<file path="src/rtl/food_pkg.sv">
// food_pkg: shared constants and types for the food placer.
//   - Default geometry of the 640x480 active area in sync-referenced
//     coordinates, and the placement window derived from it.
//   - Default LFSR feedback mask and seed.
//   - FSM state encoding.
package food_pkg;

   localparam int COORD_W_DEF   = 10;
   localparam int X_MIN_DEF     = 144;
   localparam int X_MAX_DEF     = 783;
   localparam int Y_MIN_DEF     = 35;
   localparam int Y_MAX_DEF     = 514;
   localparam int MARGIN_DEF    = 6;
   localparam int GRID_LOG2_DEF = 3;
   localparam int LFSR_W_DEF    = 32;
   localparam int MAX_TRIES_DEF = 64;

   // x^32 + x^22 + x^2 + x + 1, right-shifting Galois form
   localparam logic [31:0] TAPS_DEF = 32'h80200003;
   localparam logic [31:0] SEED_DEF = 32'h1ACEB00C;

   // Inclusive placement window for the default geometry
   localparam int X_LO = X_MIN_DEF + MARGIN_DEF;
   localparam int X_HI = X_MAX_DEF - MARGIN_DEF;
   localparam int Y_LO = Y_MIN_DEF + MARGIN_DEF;
   localparam int Y_HI = Y_MAX_DEF - MARGIN_DEF;
   localparam logic [COORD_W_DEF-1:0] GRID_MASK =
      ~COORD_W_DEF'((1 << GRID_LOG2_DEF) - 1);

   typedef enum logic [1:0] {
      IDLE  = 2'd0,
      DRAW  = 2'd1,
      QUERY = 2'd2
   } state_t;

endpackage

</file>
<file path="src/rtl/food_placer_if.sv">
// food_placer_if: occupancy query/response channel between the food placer
// (master: asks "is (occ_x, occ_y) covered by the snake?") and the snake
// body store (slave: answers with occ_resp_valid/occ_hit).
//   occ_query_valid  master->slave  query pending, coordinates stable
//   occ_x, occ_y     master->slave  queried cell
//   occ_resp_valid   slave->master  answer valid this cycle
//   occ_hit          slave->master  cell occupied, qualified by occ_resp_valid
interface food_placer_if #(
   parameter int COORD_W = 10
);
   logic               occ_query_valid;
   logic [COORD_W-1:0] occ_x;
   logic [COORD_W-1:0] occ_y;
   logic               occ_resp_valid;
   logic               occ_hit;

   modport master (
      output occ_query_valid, occ_x, occ_y,
      input  occ_resp_valid, occ_hit
   );

   modport slave (
      input  occ_query_valid, occ_x, occ_y,
      output occ_resp_valid, occ_hit
   );
endinterface

</file>
<file path="src/rtl/lfsr_galois.sv">
// lfsr_galois: free-running right-shift Galois LFSR, shared by the game's
// random sources.
//   clk, rst_n  clock, async active-low reset (state <= SEED)
//   load        replace this cycle's advance with load_val
//   load_val    new state; zero is swapped for SEED so the register can
//               never lock up in the all-zero state
//   state       current LFSR contents
module lfsr_galois #(
   parameter int                LFSR_W = 32,
   parameter logic [LFSR_W-1:0] TAPS   = 32'h80200003,
   parameter logic [LFSR_W-1:0] SEED   = 32'h1ACEB00C
) (
   input  logic              clk,
   input  logic              rst_n,
   input  logic              load,
   input  logic [LFSR_W-1:0] load_val,
   output logic [LFSR_W-1:0] state
);

   logic [LFSR_W-1:0] state_q;
   logic [LFSR_W-1:0] state_d;

   always_comb begin
      state_d = state_q[0] ? ((state_q >> 1) ^ TAPS) : (state_q >> 1);
      if (load) state_d = (load_val == '0) ? SEED : load_val;
   end

   always_ff @(posedge clk or negedge rst_n) begin
      if (!rst_n) state_q <= SEED;
      else        state_q <= state_d;
   end

   assign state = state_q;

endmodule

</file>
<file path="src/rtl/food_placer.sv">
// food_placer: picks a random grid-aligned food position inside the
// playfield window that is not covered by the snake.
//   clk, rst_n        clock, async active-low reset
//   spawn_req         one-cycle request (ignored while busy)
//   seed_load/val     reseed the LFSR (zero -> SEED)
//   occ               occupancy query channel (master side)
//   food_x/y/valid    published food position, valid is a level
//   busy              search in progress
//   spawn_fail        one-cycle pulse when MAX_TRIES draws are used up
module food_placer
   import food_pkg::*;
#(
   parameter int                COORD_W   = COORD_W_DEF,
   parameter int                X_MIN     = X_MIN_DEF,
   parameter int                X_MAX     = X_MAX_DEF,
   parameter int                Y_MIN     = Y_MIN_DEF,
   parameter int                Y_MAX     = Y_MAX_DEF,
   parameter int                MARGIN    = MARGIN_DEF,
   parameter int                GRID_LOG2 = GRID_LOG2_DEF,
   parameter int                LFSR_W    = LFSR_W_DEF,
   parameter logic [LFSR_W-1:0] TAPS      = TAPS_DEF,
   parameter logic [LFSR_W-1:0] SEED      = SEED_DEF,
   parameter int                MAX_TRIES = MAX_TRIES_DEF
) (
   input  logic                clk,
   input  logic                rst_n,
   input  logic                spawn_req,
   input  logic                seed_load,
   input  logic [LFSR_W-1:0]   seed_val,
   food_placer_if.master       occ,
   output logic [COORD_W-1:0]  food_x,
   output logic [COORD_W-1:0]  food_y,
   output logic                food_valid,
   output logic                busy,
   output logic                spawn_fail
);

   localparam int TW = $clog2(MAX_TRIES + 1);

   // One extra bit so X_MAX+MARGIN style bounds never wrap
   localparam logic [COORD_W:0]   WX_LO = (COORD_W+1)'(X_MIN + MARGIN);
   localparam logic [COORD_W:0]   WX_HI = (COORD_W+1)'(X_MAX - MARGIN);
   localparam logic [COORD_W:0]   WY_LO = (COORD_W+1)'(Y_MIN + MARGIN);
   localparam logic [COORD_W:0]   WY_HI = (COORD_W+1)'(Y_MAX - MARGIN);
   localparam logic [COORD_W-1:0] GMASK = ~COORD_W'((1 << GRID_LOG2) - 1);

   state_t             state_q, state_d;
   logic [TW-1:0]      tries_q, tries_d, tries_inc;
   logic [COORD_W-1:0] occ_x_q, occ_x_d, occ_y_q, occ_y_d;
   logic [COORD_W-1:0] food_x_q, food_x_d, food_y_q, food_y_d;
   logic               food_valid_q, food_valid_d;
   logic [LFSR_W-1:0]  rnd;
   logic [COORD_W-1:0] cx, cy;
   logic               in_range, give_up;

   lfsr_galois #(.LFSR_W(LFSR_W), .TAPS(TAPS), .SEED(SEED)) u_lfsr (
      .clk      (clk),
      .rst_n    (rst_n),
      .load     (seed_load),
      .load_val (seed_val),
      .state    (rnd)
   );

   generate
      if (LFSR_W > 2*COORD_W) begin : g_spare
         logic unused_hi;
         assign unused_hi = ^rnd[LFSR_W-1:2*COORD_W];
      end
   endgenerate

   assign cx       = rnd[COORD_W-1:0] & GMASK;
   assign cy       = rnd[2*COORD_W-1:COORD_W] & GMASK;
   assign in_range = ({1'b0, cx} >= WX_LO) && ({1'b0, cx} <= WX_HI) &&
                     ({1'b0, cy} >= WY_LO) && ({1'b0, cy} <= WY_HI);

   // Saturating count; give_up fires on the attempt that reaches MAX_TRIES
   assign tries_inc = (tries_q == TW'(MAX_TRIES)) ? tries_q : tries_q + 1'b1;
   assign give_up   = (tries_inc == TW'(MAX_TRIES));

   always_comb begin
      state_d      = state_q;
      tries_d      = tries_q;
      occ_x_d      = occ_x_q;
      occ_y_d      = occ_y_q;
      food_x_d     = food_x_q;
      food_y_d     = food_y_q;
      food_valid_d = food_valid_q;
      spawn_fail   = 1'b0;
      case (state_q)
         IDLE: begin
            if (spawn_req) begin
               state_d      = DRAW;
               tries_d      = '0;
               food_valid_d = 1'b0;
            end
         end
         DRAW: begin
            if (in_range) begin
               occ_x_d = cx;
               occ_y_d = cy;
               state_d = QUERY;
            end else begin
               tries_d = tries_inc;
               if (give_up) begin
                  spawn_fail = 1'b1;
                  state_d    = IDLE;
               end
            end
         end
         QUERY: begin
            if (occ.occ_resp_valid) begin
               if (!occ.occ_hit) begin
                  food_x_d     = occ_x_q;
                  food_y_d     = occ_y_q;
                  food_valid_d = 1'b1;
                  state_d      = IDLE;
               end else begin
                  tries_d = tries_inc;
                  if (give_up) begin
                     spawn_fail = 1'b1;
                     state_d    = IDLE;
                  end else begin
                     state_d = DRAW;
                  end
               end
            end
         end
         default: state_d = IDLE;
      endcase
   end

   always_ff @(posedge clk or negedge rst_n) begin
      if (!rst_n) begin
         state_q      <= IDLE;
         tries_q      <= '0;
         occ_x_q      <= '0;
         occ_y_q      <= '0;
         food_x_q     <= '0;
         food_y_q     <= '0;
         food_valid_q <= 1'b0;
      end else begin
         state_q      <= state_d;
         tries_q      <= tries_d;
         occ_x_q      <= occ_x_d;
         occ_y_q      <= occ_y_d;
         food_x_q     <= food_x_d;
         food_y_q     <= food_y_d;
         food_valid_q <= food_valid_d;
      end
   end

   assign occ.occ_query_valid = (state_q == QUERY);
   assign occ.occ_x           = occ_x_q;
   assign occ.occ_y           = occ_y_q;
   assign food_x              = food_x_q;
   assign food_y              = food_y_q;
   assign food_valid          = food_valid_q;
   assign busy                = (state_q != IDLE);

endmodule
</file>
<file path="src/flat_wrapper.sv">
// flat-port wrapper written by rule: the top's interface ports become plain ports
module food_placer_flat import food_pkg::*;
#(
   parameter int                COORD_W   = COORD_W_DEF,
   parameter int                X_MIN     = X_MIN_DEF,
   parameter int                X_MAX     = X_MAX_DEF,
   parameter int                Y_MIN     = Y_MIN_DEF,
   parameter int                Y_MAX     = Y_MAX_DEF,
   parameter int                MARGIN    = MARGIN_DEF,
   parameter int                GRID_LOG2 = GRID_LOG2_DEF,
   parameter int                LFSR_W    = LFSR_W_DEF,
   parameter logic [LFSR_W-1:0] TAPS      = TAPS_DEF,
   parameter logic [LFSR_W-1:0] SEED      = SEED_DEF,
   parameter int                MAX_TRIES = MAX_TRIES_DEF
)
  (clk, rst_n, spawn_req, seed_load, seed_val, food_x, food_y, food_valid, busy, spawn_fail, occ_occ_query_valid, occ_occ_x, occ_occ_y, occ_occ_resp_valid, occ_occ_hit);
  food_placer_if #(.COORD_W(COORD_W)) occ_i ();
  input  logic clk;
  input  logic rst_n;
  input  logic spawn_req;
  input  logic seed_load;
  input  logic [LFSR_W-1:0] seed_val;
  output logic [COORD_W-1:0] food_x;
  output logic [COORD_W-1:0] food_y;
  output logic food_valid;
  output logic busy;
  output logic spawn_fail;
  output wire logic [$bits(occ_i.occ_query_valid)-1:0] occ_occ_query_valid;
  output wire logic [$bits(occ_i.occ_x)-1:0] occ_occ_x;
  output wire logic [$bits(occ_i.occ_y)-1:0] occ_occ_y;
  input wire logic [$bits(occ_i.occ_resp_valid)-1:0] occ_occ_resp_valid;
  input wire logic [$bits(occ_i.occ_hit)-1:0] occ_occ_hit;
  assign occ_occ_query_valid = occ_i.occ_query_valid;
  assign occ_occ_x = occ_i.occ_x;
  assign occ_occ_y = occ_i.occ_y;
  assign occ_i.occ_resp_valid = occ_occ_resp_valid;
  assign occ_i.occ_hit = occ_occ_hit;
  food_placer #(.COORD_W(COORD_W), .X_MIN(X_MIN), .X_MAX(X_MAX), .Y_MIN(Y_MIN), .Y_MAX(Y_MAX), .MARGIN(MARGIN), .GRID_LOG2(GRID_LOG2), .LFSR_W(LFSR_W), .TAPS(TAPS), .SEED(SEED), .MAX_TRIES(MAX_TRIES)) u_core (.clk(clk), .rst_n(rst_n), .spawn_req(spawn_req), .seed_load(seed_load), .seed_val(seed_val), .occ(occ_i), .food_x(food_x), .food_y(food_y), .food_valid(food_valid), .busy(busy), .spawn_fail(spawn_fail));
endmodule
</file>
<file path="config.mk">
export PLATFORM = sky130hd
export DESIGN_NAME = food_placer_flat
export DESIGN_NICKNAME = d
export VERILOG_FILES = /design/src/rtl/food_pkg.sv /design/src/rtl/food_placer_if.sv /design/src/rtl/lfsr_galois.sv /design/src/rtl/food_placer.sv /design/src/flat_wrapper.sv
export SDC_FILE = /design/constraint.sdc
export NUM_CORES = 1
export LEC_CHECK = 0
export CORE_ASPECT_RATIO = 0.9
export CORE_MARGIN = 2
export CORE_UTILIZATION = 50
export DETAILED_ROUTE_END_ITERATION = 8
export PLACE_DENSITY_LB_ADDON = 0.25
export SLEW_MARGIN = 20
export SYNTH_ARGS = -nofsm -noshare
export SYNTH_HDL_FRONTEND = slang
export SYNTH_SLANG_ARGS = --single-unit
</file>
<file path="constraint.sdc">
create_clock -name clk -period 4.46 [get_ports clk]
set_input_delay 0.446 -clock clk [delete_from_list [all_inputs] [get_ports clk]]
set_output_delay 0.446 -clock clk [all_outputs]
set_load 0.01 [all_outputs]
</file>
# After elaboration in Yosys (flattened, before gate mapping)
# Index checks and enable logic that the tools add are counted.
# classes
addsub	1
n_lt_le_gt_ge	4
eq_ne	10
n_mux	25
bitwise	2
reduce_logical	13
# ops
operator	n
$mux 32	3
$mux 7	5
$logic_not 32->1	1
$pmux 7 s3	1
$eq 7x7->1 const B	2
$ge 10x6->1 const B	1
$ge 10x8->1 const B	1
$le 10x10->1 const B	1
$le 10x9->1 const B	1
$mux 2	5
$mux 1	8
$add 7x1->7 const B	1
$ne 2x2->1 const B	3
$pmux 2 s3	1
$reduce_and 3->1	2
$reduce_and 5->1	1
$ne 2x1->1 const B	2
$not 3->4	1
$pmux 1 s2	2
$reduce_and 4->1	1
$reduce_bool 2->1	2
$logic_and 1x1->1	3
$ne 3x1->1 const B	1
$reduce_bool 3->1	1
5 further kinds	5
# word_totals
ff_bits	70
in_bits	38
out_inout_bits	44
elab_cells	63

# Logic depth before layout (Yosys ltp)
# depth
word_depth	7
depth_mapped	8
depth_no_buf	8

# Cells and area by module
# From an unflattened synthesis, not the netlist that was laid out.
# hier_totals
hier_cells	281
area_unflattened_um2	3283.1
# modules_own_cells
module	instances	cells_each	area_each_um2	seq_area_each_um2
food_placer	1	168	1946.9	950.9
lfsr_galois	1	113	1336.3	817.0

# Worst setup path before layout
# No wires, ideal clock.
# synth_timing
kind	register to output
from	register u_core.tries_q[0]
to	output spawn_fail
t_arrival_ns	1.611
t_required_ns	4.014
slack_ns	2.403
stages_incl_launch_ff	7
path_buffers	0
path_cell_list	dfrtp_1 ha_1 and3_1 nand3_1 xor2_1 a211oi_2 and3_1
# synth_between
elab_chain_len	7
elab_cells_between_ends	9
classes_between	add/sub: 1; eq/ne: 2; mux: 6
# synth_lines
element	line	rtl
start, declared	food_placer.sv:48	logic [TW-1:0] tries_q, tries_d, tries_inc;
start signal, assigned	food_placer.sv:143	tries_q <= tries_d;
$add 7x1->7 or $eq 7x7->1 (tied branches)	food_placer.sv:77	assign tries_inc = (tries_q == TW'(MAX_TRIES)) ? tries_q : tries_q + 1'b1;
$mux 7 *	food_placer.sv:77	
$eq 7x7->1 *	food_placer.sv:78	assign give_up = (tries_inc == TW'(MAX_TRIES));
$mux 1 *	food_placer.sv:104, food_placer.sv:119	
$mux 1	food_placer.sv:112	if (!occ.occ_hit) begin
$mux 1	food_placer.sv:111	if (occ.occ_resp_valid) begin
$pmux 1 s2 *	food_placer.sv:89	case (state_q)
end, declared	flat_wrapper.sv:27	output logic spawn_fail;
# Every way passes the cells marked *; elsewhere a longest branch is shown, timed or not.

# Final worst setup path
# Same ends and word-level chain as after synthesis.

==> flow_metrics.tcl <==
set metrics [dict create \
    hold_slack_ns 0.199 \
    critical_path.most_common_cell "and3_1" \
    die-area_um2 7020 \
    async_flop_share_pct 100 \
    cts_tree "done" \
    effective_utilization_at_floorplan_pct 51.8 \
    max-cap-violations 0 \
    floorplan.die.height_um 79.7 \
    period_needed_ns 3.06 \
    critPathMaxFanout 6 \
    detail-route-antenna-nets 0 \
    path_delay_family "simple AND/OR/NAND/NOR gates" \
    critical-path-max-stage-delay_ns 0.53 \
    post-route-period-util_pct 68.5 \
    global_route.overflow_total 0 \
    worst-endpoint-required_ns 4.01 \
    post-cts-setup-buffer-count 0 \
    max_freq_mhz 327 \
    crit_slowest_cell "clkdlybuf4s50_1" \
    grtUsageMet3_pct 5.27 \
    powerDensity_nw_per_um2 532 \
    grt_setup_unrepaired "no" \
    synth_cells 252 \
    cts_max_level 3 \
    ys_types 45 \
    timing.slew.headroom_pct 45.7 \
    finish.cell_count_without_fillers 418 \
    avgViaCountPerCell 5.13 \
    diodes 0 \
    leakage_nw 1.72 \
    clk_sink_count 70 \
    global_route_met2_usage_pct 31.2 \
    worstMarginPinSlew_ns 0.815 \
    yosys-mux-area-fraction_pct 15.5 \
    placement.setup.worst_slack_ns 1.76 \
    library_cell_used_as_clock_root_buffer "clkbuf_8" \
    grt_use_met1_pct 25.3 \
    synth_top_family_by_area "multiplexers" \
    post_route_cells_drive_above_1_share_pct 24.2 \
    synth-edff-count 0 \
    grt_start_max_net_pins 40 \
    fp.dieW_um 88.1 \
    arrival_time_reported_for_the_critical_path_endpoint_ns 2.61 \
    timing.final.setup_violations 0 \
    ys_seq_area_share_pct 55.5 \
    syn_area_per_cell_um2 12.6 \
    wire_length_per_cell_after_detailed_routing_um 14.8 \
    finalMaxSlewViolations 0 \
    worst_ir_drop_vdd_v 0.000281 \
    num_rows 27 \
    area_growth_from_synthesis_to_final_layout_pct 27.9 \
    synth_warnings 0 \
    layout_setup_ws_ns 1.40 \
    worst-setup-path-type "reg2out" \
    fin_tns_setup_ns 0 \
    drcViolationCount 0 \
    finalNetCount 370 \
    syn_area_um2 3180 \
    cp_cell_sequence "ha_1 -> and3_1 -> nand3_1 -> xor2_1 -> a211oi_2 -> and3_1 -> clkdlybuf4s50_1" \
    grt-busiest-layer "met2" \
    status "complete, no violations" \
    postSynthRegisterBits 70 \
    hpwlAfterDp_mm 4.66 \
    wirelength_mm 6.18 \
    drt-pass1-iter-count 4 \
    drtIter0Drc 90 \
    placed_cells 402 \
    r2r_slack_ns 2.39 \
    worstSetupStartpointType "register" \
    io_pins 82 \
    cts-resized-gates 0 \
    synth-adder-area-share_pct 2.36 \
    final_hold_vio_count 0 \
    cts_made_buffers 9 \
    synth_simple_gate_area_share_pct 9.74 \
    worstSkewPairLatency_ns 0.34 \
    cts_hold_buffers 0 \
    grt_pass1_wl_mm 10.4 \
    cts.reportedPaths.clkPinSlew_ns 0.07 \
    gr-usage-all-layers_pct 19.4 \
    fin_skew_ns 0.00848 \
    number_of_antenna_violations_at_the_first_check_in_global_routing 0 \
    worstHoldPathType "in2async" \
    core_area_um2 6150 \
    gpl.final_weighted_congestion 0.799 \
    cts-root-to-sink-buffers 2 \
    vias_in_the_first_global_route 2158 \
    synth_top_flop_cell "dfrtp_1" \
    place.port_buffers 69 \
    synth-xor-area-share_pct 1.93 \
    cp-end-kind "primary output" \
    synth-compound-area-share_pct 9.71 \
    vias 2145 \
    critical_path_buf_inv_count 1 \
]
-- Yosys cell counts, types with 6 or more instances --
master    n  area share, %
o22a_1   13            3.6
nand3_1   7            1.1
buf_4    12            2.8
o21ai_0  12            1.9
nor2_1    8           0.94
dfstp_2  13             11
nor4_1    8            1.6
mux2_2   43             15
inv_1     9            1.1
ha_1      6            2.4
dfrtp_1  57             45
nand2_1  12            1.4
-- sequential cells by signal, summed over array words and instances, names as in the netlist --
signal,cells
u_core.occ.occ_y,7
u_core.food_valid,1
u_core.food_y,7
u_core.state_q,2
u_core.u_lfsr.state,32
u_core.occ.occ_x,7
u_core.tries_q,7
u_core.food_x,7
-- cells by family (layout without fill, tap and decap cells) --
kind of cell | after synthesis | after routing
buffers and inverters | 29 | 97
multiplexers | 44 | 44
adder cells (fa/ha/maj) | 6 | 6
XOR/XNOR | 7 | 7
AND/OR/NAND/NOR | 53 | 53
AO/OA/AOI/OAI | 42 | 42
other | 1 | 12
flip-flops | 70 | 70
-- worst register-to-register path: cells and delay by family, from the launching register on --
kind	cells	cell delay [ns]
simple gates	4	0.82
fa+ha+maj	1	0.21
flops	1	0.41
compound gates	2	0.44
buf+inv	1	0.09
-- placed cells by master, fill, tap and decap left out, types with 2 or more instances in the layout --
| cell type | count |
|---|---|
| conb_1 | 12 |
| nand2_1 | 12 |
| nor2_1 | 8 |
| xor2_1 | 3 |
| o21ai_0 | 12 |
| and3_1 | 3 |
| nand3_1 | 7 |
| xnor2_1 | 4 |
| nand2b_1 | 3 |
| mux2_2 | 43 |
| clkbuf_8 | 9 |
| nand4_1 | 3 |
| o22a_1 | 13 |
| clkbuf_1 | 2 |
| o31ai_1 | 2 |
| dfrtp_1 | 57 |
| a21oi_1 | 2 |
| clkinv_2 | 4 |
| a211o_1 | 2 |
| nor4_1 | 8 |
| dfstp_2 | 13 |
| ha_1 | 6 |
| clkdlybuf4s50_1 | 68 |
| inv_1 | 9 |
| buf_4 | 3 |
| and2_1 | 2 |
-- final cells by class --
cell class                 count  area, um2
clock buffer                  11        131
clock inverter                 5       27.5
fill                         484       2080
inverter                       9       33.8
multi-input combinational    164       1290
sequential                    70       1770
tap                           87        109
timing repair buffer          72        708
-- routing by layer --
metal / routed length [um] / vias to the layer above / part of all wire, %
met5: 0 / - / 0
met4: 62 / 0 / 1.0
met3: 247 / 7 / 4.0
met2: 3020 / 56 / 49
met1: 2850 / 1039 / 46
li1: - / 1043 / -
-- through the flow --
step,power [mW],cell area (um2),utilization (%)
floorplan,1.37,3230,-
global placement,1.74,3910,63.7
detailed placement,1.77,3910,63.7
CTS,2.19,4070,66.2
global route,2.31,4070,66.2
finish,2.17,4070,66.2
-- path summary, 6_finish.rpt --
path | start | endpoint | depth (start not counted)
worst max-delay path | u_core.tries_q[0] | spawn_fail | 7
worst min-delay path | rst_n | u_core.food_x[6] | 1
max in group asynchronous | rst_n | u_core.u_lfsr.state[12] | 2
worst max register to register | u_core.state_q[1] | u_core.tries_q[4] | 8
worst min register to register | u_core.u_lfsr.state[10] | u_core.u_lfsr.state[9] | 1
min in group clk | u_core.u_lfsr.state[10] | u_core.u_lfsr.state[9] | 1
-- report_power, final --
group / switching, mW / leakage (nW) / internal, mW
logic: 0.354 / 0.797 / 0.464
registers: 0.118 / 0.842 / 0.809
clock network: 0.222 / 0.0829 / 0.198
total: 0.695 / 1.72 / 1.47
Power figures use the tool's default switching activity.
